===== src/rtl/uart_pkg.sv =====
// Shared types and constants for the 8N1 serial receiver.
package uart_pkg;

    // Receiver FSM states.
    typedef enum logic [2:0] {
        IDLE      = 3'd0,
        START     = 3'd1,
        DATA      = 3'd2,
        STOP      = 3'd3,
        WAIT_HIGH = 3'd4
    } rx_state_t;

    localparam int unsigned DATA_BITS    = 8;
    localparam int unsigned DEF_CLK_FREQ = 50000000;
    localparam int unsigned DEF_BAUD     = 115200;

    // Clocks per line bit; integer division, truncating.
    function automatic int unsigned clks_per_bit(input int unsigned freq,
                                                 input int unsigned baud);
        return freq / baud;
    endfunction

endpackage


===== src/rtl/uart_rx_sync.sv =====
// Synchroniser for the asynchronous serial line plus falling-edge detect.
// All stages reset to 1 so an idle line never looks like a start edge.
module uart_rx_sync #(
    parameter int unsigned SYNC_STAGES = 2
) (
    input  logic clk,
    input  logic rst_n,
    input  logic din,
    output logic dout,
    output logic fall
);

    logic [SYNC_STAGES-1:0] sync_chain;
    logic                   prev;

    // Shift the raw line through the flop chain; remember last synchronised value.
    always_ff @(posedge clk or negedge rst_n) begin
        if (!rst_n) begin
            sync_chain <= '1;
            prev       <= 1'b1;
        end else begin
            sync_chain <= {sync_chain[SYNC_STAGES-2:0], din};
            prev       <= sync_chain[SYNC_STAGES-1];
        end
    end

    assign dout = sync_chain[SYNC_STAGES-1];
    // High in the first cycle the synchronised line reads low after reading high.
    assign fall = prev & ~dout;

endmodule


===== src/rtl/uart_rx.sv =====
// 8N1 serial receiver: centre-samples each bit with its own clock-count
// divider and presents each good byte with a one-cycle valid strobe.
// CLKS_PER_BIT must be at least 8 and SYNC_STAGES at least 2.
module uart_rx
    import uart_pkg::*;
#(
    parameter int unsigned CLK_FREQ     = DEF_CLK_FREQ,
    parameter int unsigned BAUD         = DEF_BAUD,
    parameter int unsigned CLKS_PER_BIT = clks_per_bit(CLK_FREQ, BAUD),
    parameter int unsigned SYNC_STAGES  = 2
) (
    input  logic       RST_clk,
    input  logic       RST_n,
    input  logic       uart_rx_data,
    output logic [7:0] rx_data,
    output logic       rx_valid,
    output logic       rx_busy,
    output logic       frame_err
);

    localparam int unsigned CNT_W = $clog2(CLKS_PER_BIT);
    localparam logic [CNT_W-1:0] CNT_FULL = CNT_W'(CLKS_PER_BIT - 1);
    localparam logic [CNT_W-1:0] CNT_HALF = CNT_W'(CLKS_PER_BIT / 2 - 1);

    logic                 rx_s;
    logic                 rx_fall;
    rx_state_t            state;
    logic [CNT_W-1:0]     clk_cnt;
    logic [2:0]           bit_idx;
    logic [DATA_BITS-1:0] shift_reg;

    uart_rx_sync #(
        .SYNC_STAGES (SYNC_STAGES)
    ) u_sync (
        .clk  (RST_clk),
        .rst_n(RST_n),
        .din  (uart_rx_data),
        .dout (rx_s),
        .fall (rx_fall)
    );

    // Frame FSM with counters, shift register and registered outputs.
    always_ff @(posedge RST_clk or negedge RST_n) begin
        if (!RST_n) begin
            state     <= IDLE;
            clk_cnt   <= '0;
            bit_idx   <= '0;
            shift_reg <= '0;
            rx_data   <= '0;
            rx_valid  <= 1'b0;
            rx_busy   <= 1'b0;
            frame_err <= 1'b0;
        end else begin
            rx_valid  <= 1'b0;
            frame_err <= 1'b0;
            unique case (state)
                IDLE: begin
                    rx_busy <= 1'b0;
                    if (rx_fall) begin
                        state   <= START;
                        clk_cnt <= '0;
                        rx_busy <= 1'b1;
                    end
                end
                START: begin
                    if (clk_cnt == CNT_HALF) begin
                        if (!rx_s) begin
                            clk_cnt <= '0;
                            bit_idx <= '0;
                            state   <= DATA;
                        end else begin
                            // Line went back high before mid start bit: a glitch.
                            state   <= IDLE;
                            rx_busy <= 1'b0;
                        end
                    end else begin
                        clk_cnt <= clk_cnt + CNT_W'(1);
                    end
                end
                DATA: begin
                    if (clk_cnt == CNT_FULL) begin
                        clk_cnt            <= '0;
                        shift_reg[bit_idx] <= rx_s;
                        if (bit_idx == 3'd7) begin
                            state <= STOP;
                        end else begin
                            bit_idx <= bit_idx + 3'd1;
                        end
                    end else begin
                        clk_cnt <= clk_cnt + CNT_W'(1);
                    end
                end
                STOP: begin
                    if (clk_cnt == CNT_FULL) begin
                        clk_cnt <= '0;
                        if (rx_s) begin
                            // Leave at mid stop bit so the next start edge is caught.
                            rx_data  <= shift_reg;
                            rx_valid <= 1'b1;
                            rx_busy  <= 1'b0;
                            state    <= IDLE;
                        end else begin
                            frame_err <= 1'b1;
                            state     <= WAIT_HIGH;
                        end
                    end else begin
                        clk_cnt <= clk_cnt + CNT_W'(1);
                    end
                end
                WAIT_HIGH: begin
                    // Break or stuck-low line: ignore everything until it idles high.
                    if (rx_s) begin
                        state   <= IDLE;
                        rx_busy <= 1'b0;
                    end
                end
                default: begin
                    state   <= IDLE;
                    rx_busy <= 1'b0;
                end
            endcase
        end
    end

endmodule

===== config.mk =====
export PLATFORM = sky130hd
export DESIGN_NAME = uart_rx
export DESIGN_NICKNAME = d
export VERILOG_FILES = /design/src/rtl/uart_pkg.sv /design/src/rtl/uart_rx_sync.sv /design/src/rtl/uart_rx.sv
export SDC_FILE = /design/constraint.sdc
export NUM_CORES = 1
export LEC_CHECK = 0
export BUFFER_PORTS_ARGS = -buffer_cell sky130_fd_sc_hd__buf_2
export CAP_MARGIN = 20
export CORE_ASPECT_RATIO = 0.5
export CORE_MARGIN = 2
export CORE_UTILIZATION = 55
export CTS_BUF_LIST = sky130_fd_sc_hd__clkbuf_4
export CTS_CLUSTER_SIZE = 14
export DETAILED_ROUTE_END_ITERATION = 8
export GPL_TIMING_DRIVEN = 0
export HOLD_SLACK_MARGIN = 0.08
export PLACE_DENSITY = 0.74
export REMOVE_ABC_BUFFERS = 1
export SLEW_MARGIN = 20
export SYNTH_ARGS = -nofsm -noshare
export SYNTH_HDL_FRONTEND = slang
export SYNTH_SLANG_ARGS = --single-unit

===== constraint.sdc =====
create_clock -name RST_clk -period 2.53 [get_ports RST_clk]
set_clock_uncertainty 0.15 [all_clocks]
set_input_delay 0 -clock RST_clk [delete_from_list [all_inputs] [get_ports RST_clk]]
set_output_delay 0 -clock RST_clk [all_outputs]
set_load 0.01 [all_outputs]

==> results by group, run 1 <==
Status
  • Status: finished, final reports clean

Final layout
  • Largest register FFs: 9
  • Commonest non-fill, non-tap cell in the layout: dfrtp_1
  • Fillers: 295
  • Area delta synth->final: 9.270%
  • Ant. Diodes: 0
  • Finished Cell Area: 2153 sq um
  • Layout cells sized above 1: 0.1869
  • Most frequent cells in the layout: 34 x dfrtp_1, 23 x nand2_1, 13 x mux2_1, 13 x buf_2, 10 x o21ai_0
  • Total Nets Final: 205

Logic synthesis
  • #FFs+latches synth: 37
  • Post-synthesis sequential area ratio: 0.4717
  • Ys Warns: 0
  • Number of synthesized flops with an enable pin: 0
  • Syn_area_per_cell: 10.71 sq um
  • Post-synth ARST share: 1.000
  • Post-synthesis cell area: 1971 sq um
  • Ys flop type: dfrtp_1
  • Syn Inst Count: 184
  • Synth cell types: 47

Global route
  • Largest net degree at the start of global routing: 38
  • Vias in the first global route: 1270
  • All-Layer GR Usage: 0.2056
  • Global-route wire length before repair: 6.065 mm
  • Initial antenna violation count: 0
  • GRT overflow: 0

Power and ir drop
  • Flop pwr share: 0.539
  • Clock power share: 0.301
  • Combinational fraction of design power: 0.161
  • PwrDens: 646.5 nW/um^2
  • Internal: 0.9780 mW
  • Switch Pwr: 0.4142 mW
  • IR drop worst, VDD: 293.0 uV
  • Sw Ratio: 0.2975
  • LEAKAGE: 1.015 nW

Timing
  • Final Hold Vio Count: 0
  • Fmax: 443.6 MHz
  • Setup TNS: 0 ns
  • Worst Tran Pin Value: 0.7877 ns
  • Fin crit share: 0.8910
  • Setup violators final: 0
  • Slew Viols, Final: 0
  • Final min period: 2.254 ns
  • RSZ-0062 raised after global routing: no
  • Rel. slew slack: 0.4749

Clocking
  • Clock Latency Late Sink: 0.35 ns
  • Clock Path Buffers: 2
  • Setup Fix Bufs, Post-CTS: 0
  • Sink Count: 37
  • CTS tree: done
  • Root Driver: clkbuf_4
  • Htree depth: 2
  • Reg clk slew, reported paths: 0.12 ns
  • Cts bufs inserted: 5

Flow run
  • Max-cap check violation count: 0

Die
  • Die ar.: 4107 sq um
  • FP Rows: 15
  • Die width: 88.65 um
  • Initial Util: 0.5738
  • DIE HEIGHT: 46.33 um
  • IO Pins: 14
  • Core footprint: 3435 sq um

Worst setup path
  • Worst-path fanout max: 9
  • Startpoint Class: register
  • Delay-heaviest family, CP: simple AND/OR/NAND/NOR gates
  • Worst path bufs/invs: 1
  • Crit path largest cell delay: 0.50 ns
  • R2R Path Start: clk_cnt[1]
  • Worst Setup End Kind: register
  • CP required: 2.62 ns
  • Crit path from: clk_cnt[1]
  • CP arrival: 2.34 ns
  • Slowest cell on the critical path: and4_1
  • Worst path cell trace: inv_1, ha_1, nand4bb_4, nor2_2, and4_1, mux2_1
  • Setup CP Type: register to register

Placement
  • GPL Wtd Cong: 0.8029
  • Detailed placer's ending HPWL: 2.488 mm
  • Port bufs: 13
  • Area post-placement: 2053 sq um

Detailed routing
  • Vias per cell: 5.675
  • Vias post-DR: 1413
  • Initial DRC count: 76
  • Pre-Repair DR Iteration Count: 4
  • Antenna viol nets, final: 0
  • WL final: 3.606 mm
  • DR DRC count: 0
  • Post-DR wirelength/cell: 14.48 um

Hold path
  • HP Class: primary input to async pin
## final timing paths
kind                                        end  slack [ns]  cells after the start
setup / recovery                     rx_data[7]        0.28                      6
hold / removal                     shift_reg[7]        0.10                      2
setup reg to reg                     rx_data[7]        0.28                      6
hold reg to reg            u_sync.sync_chain[1]        0.21                      0
max in group asynchronous            rx_data[4]        1.62                      2
min in group RST_clk       u_sync.sync_chain[0]        0.15                      2
## power groups by stage
stage | Sequential (mW) | Combinational, mW | Clock (mW)
2_1_floorplan | 0.734 | 0.175 | 0
3_3_place_gp | 0.754 | 0.211 | 0
5_1_grt | 0.763 | 0.257 | 0.450
3_5_place_dp | 0.760 | 0.222 | 0
4_1_cts | 0.749 | 0.226 | 0.427
6_report | 0.750 | 0.224 | 0.419
## synthesized netlist by cell type, types with 2 or more instances
cell type | n | share of area
a21o_1 | 2 | 0.0076
a21oi_1 | 4 | 0.010
and2_1 | 2 | 0.0063
and4b_1 | 2 | 0.010
and4bb_2 | 2 | 0.013
buf_4 | 2 | 0.0076
clkbuf_1 | 3 | 0.0057
clkbuf_2 | 3 | 0.0076
dfrtp_1 | 34 | 0.43
dfstp_2 | 3 | 0.040
ha_1 | 5 | 0.032
inv_1 | 7 | 0.013
mux2_1 | 13 | 0.074
mux2_2 | 3 | 0.017
nand2_1 | 23 | 0.044
nand2b_1 | 3 | 0.0095
nand3_1 | 6 | 0.015
nand3b_1 | 2 | 0.0076
nand4_1 | 4 | 0.013
nor2_1 | 7 | 0.013
nor2b_1 | 3 | 0.0095
nor3_1 | 8 | 0.020
nor4_1 | 2 | 0.0063
nor4_4 | 2 | 0.022
o21a_1 | 2 | 0.0076
o21ai_0 | 10 | 0.025
o22ai_1 | 6 | 0.019
o31ai_1 | 2 | 0.0076
## cells by family (layout without fill, tap and decap cells)
family          count (synthesis)  in the layout  share of synthesized area
mux                            16             16                    0.09143
compound gates                 36             36                     0.1245
flops                          37             37                     0.4718
buf+inv                        16             30                    0.03682
simple gates                   74             74                     0.2438
fa+ha+maj                       5              5                    0.03175
## worst register-to-register path, cell delays in order (launching register included)
cell and delay (ns):
dfrtp_1 0.42, inv_1 0.10, ha_1 0.24, nand4bb_4 0.19
nor2_2 0.17, and4_1 0.50, mux2_1 0.37
## metal layers
layer  share of wire  global-route usage  vias to the layer above  wire [um]
li1                -                   -                      695          -
met3           0.030             0.05914                        9        108
met5               0                   0                        -          0
met2            0.44              0.3119                       20       1581
met4           0.020             0.09091                        0         73
met1            0.51              0.2774                      689       1843
## final cells by class
class | instances | area, sq um | area share
clock buffers | 6 | 45.04 | 0.02092
clock inverters | 2 | 35.03 | 0.01627
inverters | 7 | 26.28 | 0.01220
multi-input cells | 131 | 968.4 | 0.4497
flip-flops and latches | 37 | 929.6 | 0.4317
well taps | 51 | 63.81 | 0.02963
repair buffers | 15 | 85.08 | 0.03951
## metrics by stage
| step | instances | power [mW] | hold WS (ns) | util | worst slack (ns) |
|---|---|---|---|---|---|
| 2_1_floorplan | 175 | 0.9090 | -0.4456 | - | 0.5548 |
| 3_3_place_gp | 239 | 0.9654 | -0.04576 | 0.5978 | 0.3419 |
| 3_5_place_dp | 239 | 0.9825 | -0.04383 | 0.5978 | 0.2873 |
| 4_1_cts | 249 | 1.403 | 0.1310 | 0.6270 | 0.2591 |
| 5_1_grt | 249 | 1.470 | 0.1457 | 0.6270 | 0.1341 |
| 6_report | 249 | 1.392 | 0.1027 | 0.6270 | 0.2758 |
## repair_timing
item                      in CTS  in global routing
resized for setup              0                  0
hold endpoints to repair      38                  0
hold buffers                   2                  0
Note: power is estimated with default switching activity, not from simulation.
==> run 2: changes to the inputs <==
--- a/config.mk
+++ b/config.mk
@@ -8,9 +8,8 @@
 export BUFFER_PORTS_ARGS = -buffer_cell sky130_fd_sc_hd__buf_2
 export CAP_MARGIN = 20
 export CORE_ASPECT_RATIO = 0.5
-export CORE_MARGIN = 2
+export CORE_MARGIN = 1.5
 export CORE_UTILIZATION = 55
-export CTS_BUF_LIST = sky130_fd_sc_hd__clkbuf_4
 export CTS_CLUSTER_SIZE = 14
 export DETAILED_ROUTE_END_ITERATION = 8
 export GPL_TIMING_DRIVEN = 0
==> run 2 against run 1 <==
Sequential cell count unchanged. Final cell count unchanged. First-iteration DRC count up 67%. Non-clock buffer count unchanged. Register-to-register slack better by 0.02 ns. Highest routed layer unchanged. Via count up 1.7%. Setup slack better by 0.015 ns. Sequential share of layout area down 0.54 points. Critical path type unchanged. Global-route usage up 1.4 points. Routed wire length up 3.2%.
==> results by group, run 2 (synthesized netlist as in run 1, its figures left out) <==
Final layout
  • Commonest non-fill, non-tap cell in the layout: dfrtp_1
  • Most frequent cells in the layout: 34 x dfrtp_1, 23 x nand2_1, 13 x mux2_1, 13 x buf_2, 10 x o21ai_0
  • Storage cell area: 929.6 sq um (unchanged)
  • Layout cells sized above 1: 0.1818 (-0.005051)
  • Finished Cell Area: 2181 sq um (+1.3%)
  • Multi-input logic area: 968.4 sq um (unchanged)
  • Total Nets Final: 205 (unchanged)
  • Ant. Diodes: 0 (unchanged)
  • Largest register FFs: 9 (unchanged)
  • Fillers: 290 (-1.7%)
  • Final core occ: 0.6350 (+0.008015)
  • Area delta synth->final: 10.67%
  • Fin cells: 249 (unchanged)

Timing
  • Fin Hold WS: 0.1804 ns (+0.07768 ns)
  • Fin crit share: 0.8850 (-0.005939)
  • Slew Viols, Final: 0 (unchanged)
  • Setup violators final: 0 (unchanged)
  • Final min period: 2.239 ns (-0.01503 ns)
  • Final Hold Vio Count: 0 (unchanged)
  • Worst Tran Pin Value: 0.8085 ns (+0.02085 ns)
  • Setup ws final: 0.2908 ns (+0.01503 ns)
  • Rel. slew slack: 0.4610 (-0.01390)
  • Fmax: 446.6 MHz (+0.67%)
  • RSZ-0062 raised after global routing: no
  • Setup TNS: 0 ns (unchanged)

Detailed routing
  • Pre-Repair DR Iteration Count: 4 (unchanged)
  • Initial DRC count: 127 (+67%)
  • WL final: 3.720 mm (+3.2%)
  • Vias per cell: 5.771 (+1.7%)
  • DR DRC count: 0 (unchanged)
  • Antenna viol nets, final: 0 (unchanged)
  • Vias post-DR: 1437 (+1.7%)
  • Post-DR wirelength/cell: 14.94 um (+3.2%)

Worst setup path
  • Worst path cell trace: inv_1, ha_1, nand4bb_4, nor2_2, and4_1, mux2_1
  • Startpoint Class: register
  • Worst path bufs/invs: 1 (unchanged)
  • Slowest cell on the critical path: and4_1
  • CP arrival: 2.26 ns (-0.08 ns)
  • CP required: 2.55 ns (-0.07 ns)
  • R2R Path Start: clk_cnt[1]
  • R2r setup slk: 0.29 ns (+0.02 ns)
  • Setup CP Type: register to register
  • Worst r2r path cells: 6 (unchanged)
  • RR Endpoint: rx_data[0]
  • Delay-heaviest family, CP: simple AND/OR/NAND/NOR gates
  • Worst Setup End Kind: register
  • Worst-path fanout max: 9 (unchanged)
  • Crit path largest cell delay: 0.48 ns (-0.02 ns)

Power and ir drop
  • Flop pwr share: 0.507 (-0.032)
  • LEAKAGE: 1.025 nW (+0.94%)
  • Combinational fraction of design power: 0.153 (-0.008)
  • Clock power share: 0.340 (+0.039)
  • Total power: 1.479 mW (+6.2%)
  • IR drop worst, VDD: 318.7 uV (+8.8%)
  • PwrDens: 678.0 nW/um^2 (+4.9%)
  • Internal: 1.054 mW (+7.8%)
  • Sw Ratio: 0.2870 (-0.01052)
  • Switch Pwr: 0.4243 mW (+2.4%)

Hold path
  • HP Class: primary input to async pin

Die
  • Initial Util: 0.5738 (unchanged)
  • FP Rows: 15 (unchanged)
  • IO Pins: 14 (unchanged)
  • DIE HEIGHT: 45.33 um (-2.2%)
  • Die ar.: 3973 sq um (-3.3%)
  • Core footprint: 3435 sq um (unchanged)
  • Die width: 87.65 um (-1.1%)

Placement
  • Port bufs: 13 (unchanged)
  • GPL Wtd Cong: 0.8035 (about the same)
  • Area post-placement: 2053 sq um (unchanged)
  • # placed instances: 239 (unchanged)
  • Dpl ws: 0.2877 ns (+0.0004010 ns)
  • Detailed placer's ending HPWL: 2.568 mm (+3.2%)

Global route
  • GRT overflow: 0 (unchanged)
  • Initial antenna violation count: 0 (unchanged)
  • Global-route wire length before repair: 6.203 mm (+2.3%)
  • All-Layer GR Usage: 0.2197 (+0.01408)
  • Largest net degree at the start of global routing: 38 (unchanged)
  • Vias in the first global route: 1327 (+4.5%)

Clocking
  • Root Driver: clkbuf_8
  • Clock Latency Late Sink: 0.29 ns (-0.06 ns)
  • # resized after CTS: 0 (unchanged)
  • CTS tree: done
  • Htree depth: 2 (unchanged)
  • Reg clk slew, reported paths: 0.07 ns (-0.05 ns)
  • Cts bufs inserted: 5 (unchanged)
  • Setup Fix Bufs, Post-CTS: 0 (unchanged)
  • Clock Path Buffers: 2 (unchanged)
  • Sink Count: 37 (unchanged)

Status
  • Status: finished, final reports clean

Flow run
  • Max-cap check violation count: 0 (unchanged)
==> run 2: power by group through the flow <==
stage / logic, mW / registers, mW / clock network [mW]
2_1_floorplan: 0.175 / 0.734 / 0
3_3_place_gp: 0.211 / 0.755 / 0
3_5_place_dp: 0.224 / 0.759 / 0
4_1_cts: 0.228 / 0.748 / 0.512
5_1_grt: 0.256 / 0.762 / 0.550
6_report: 0.226 / 0.750 / 0.502
==> run 2: layout make-up <==
class / count / area share
Timing Repair Buffer: 15 / 0.03901
Clock buffer: 6 / 0.03328
Clock inverter: 2 / 0.01606
Multi-Input combinational cell: 131 / 0.4441
Inverter: 7 / 0.01205
Tap cell: 51 / 0.02926
Sequential cell: 37 / 0.4263
==> run 2: what timing repair did <==
action                     CTS  global route
setup endpoints to repair    0             0
hold endpoints to repair    35             0
hold buffers                 2             0
==> run 2: worst max-delay path by stage <==
stage / start / endpoint / slack, ns / cells past startpoint
6_report: clk_cnt[1] / rx_data[0] / 0.29 / 6
3_3_place_gp: clk_cnt[1] / rx_data[7] / 0.34 / 6
2_1_floorplan: clk_cnt[1] / rx_data[0] / 0.55 / 6
5_1_grt: clk_cnt[1] / rx_data[0] / 0.15 / 6
4_1_cts: clk_cnt[1] / rx_data[7] / 0.27 / 6
3_5_place_dp: clk_cnt[1] / rx_data[7] / 0.29 / 6
==> run 2: routing by layer <==
metal / share of wire / vias to the layer above / global-route usage
met5: 0 / - / 0
met4: 0.024 / 0 / 0.1238
met3: 0.049 / 9 / 0.07130
met2: 0.45 / 44 / 0.3538
met1: 0.48 / 687 / 0.2670
li1: - / 697 / -
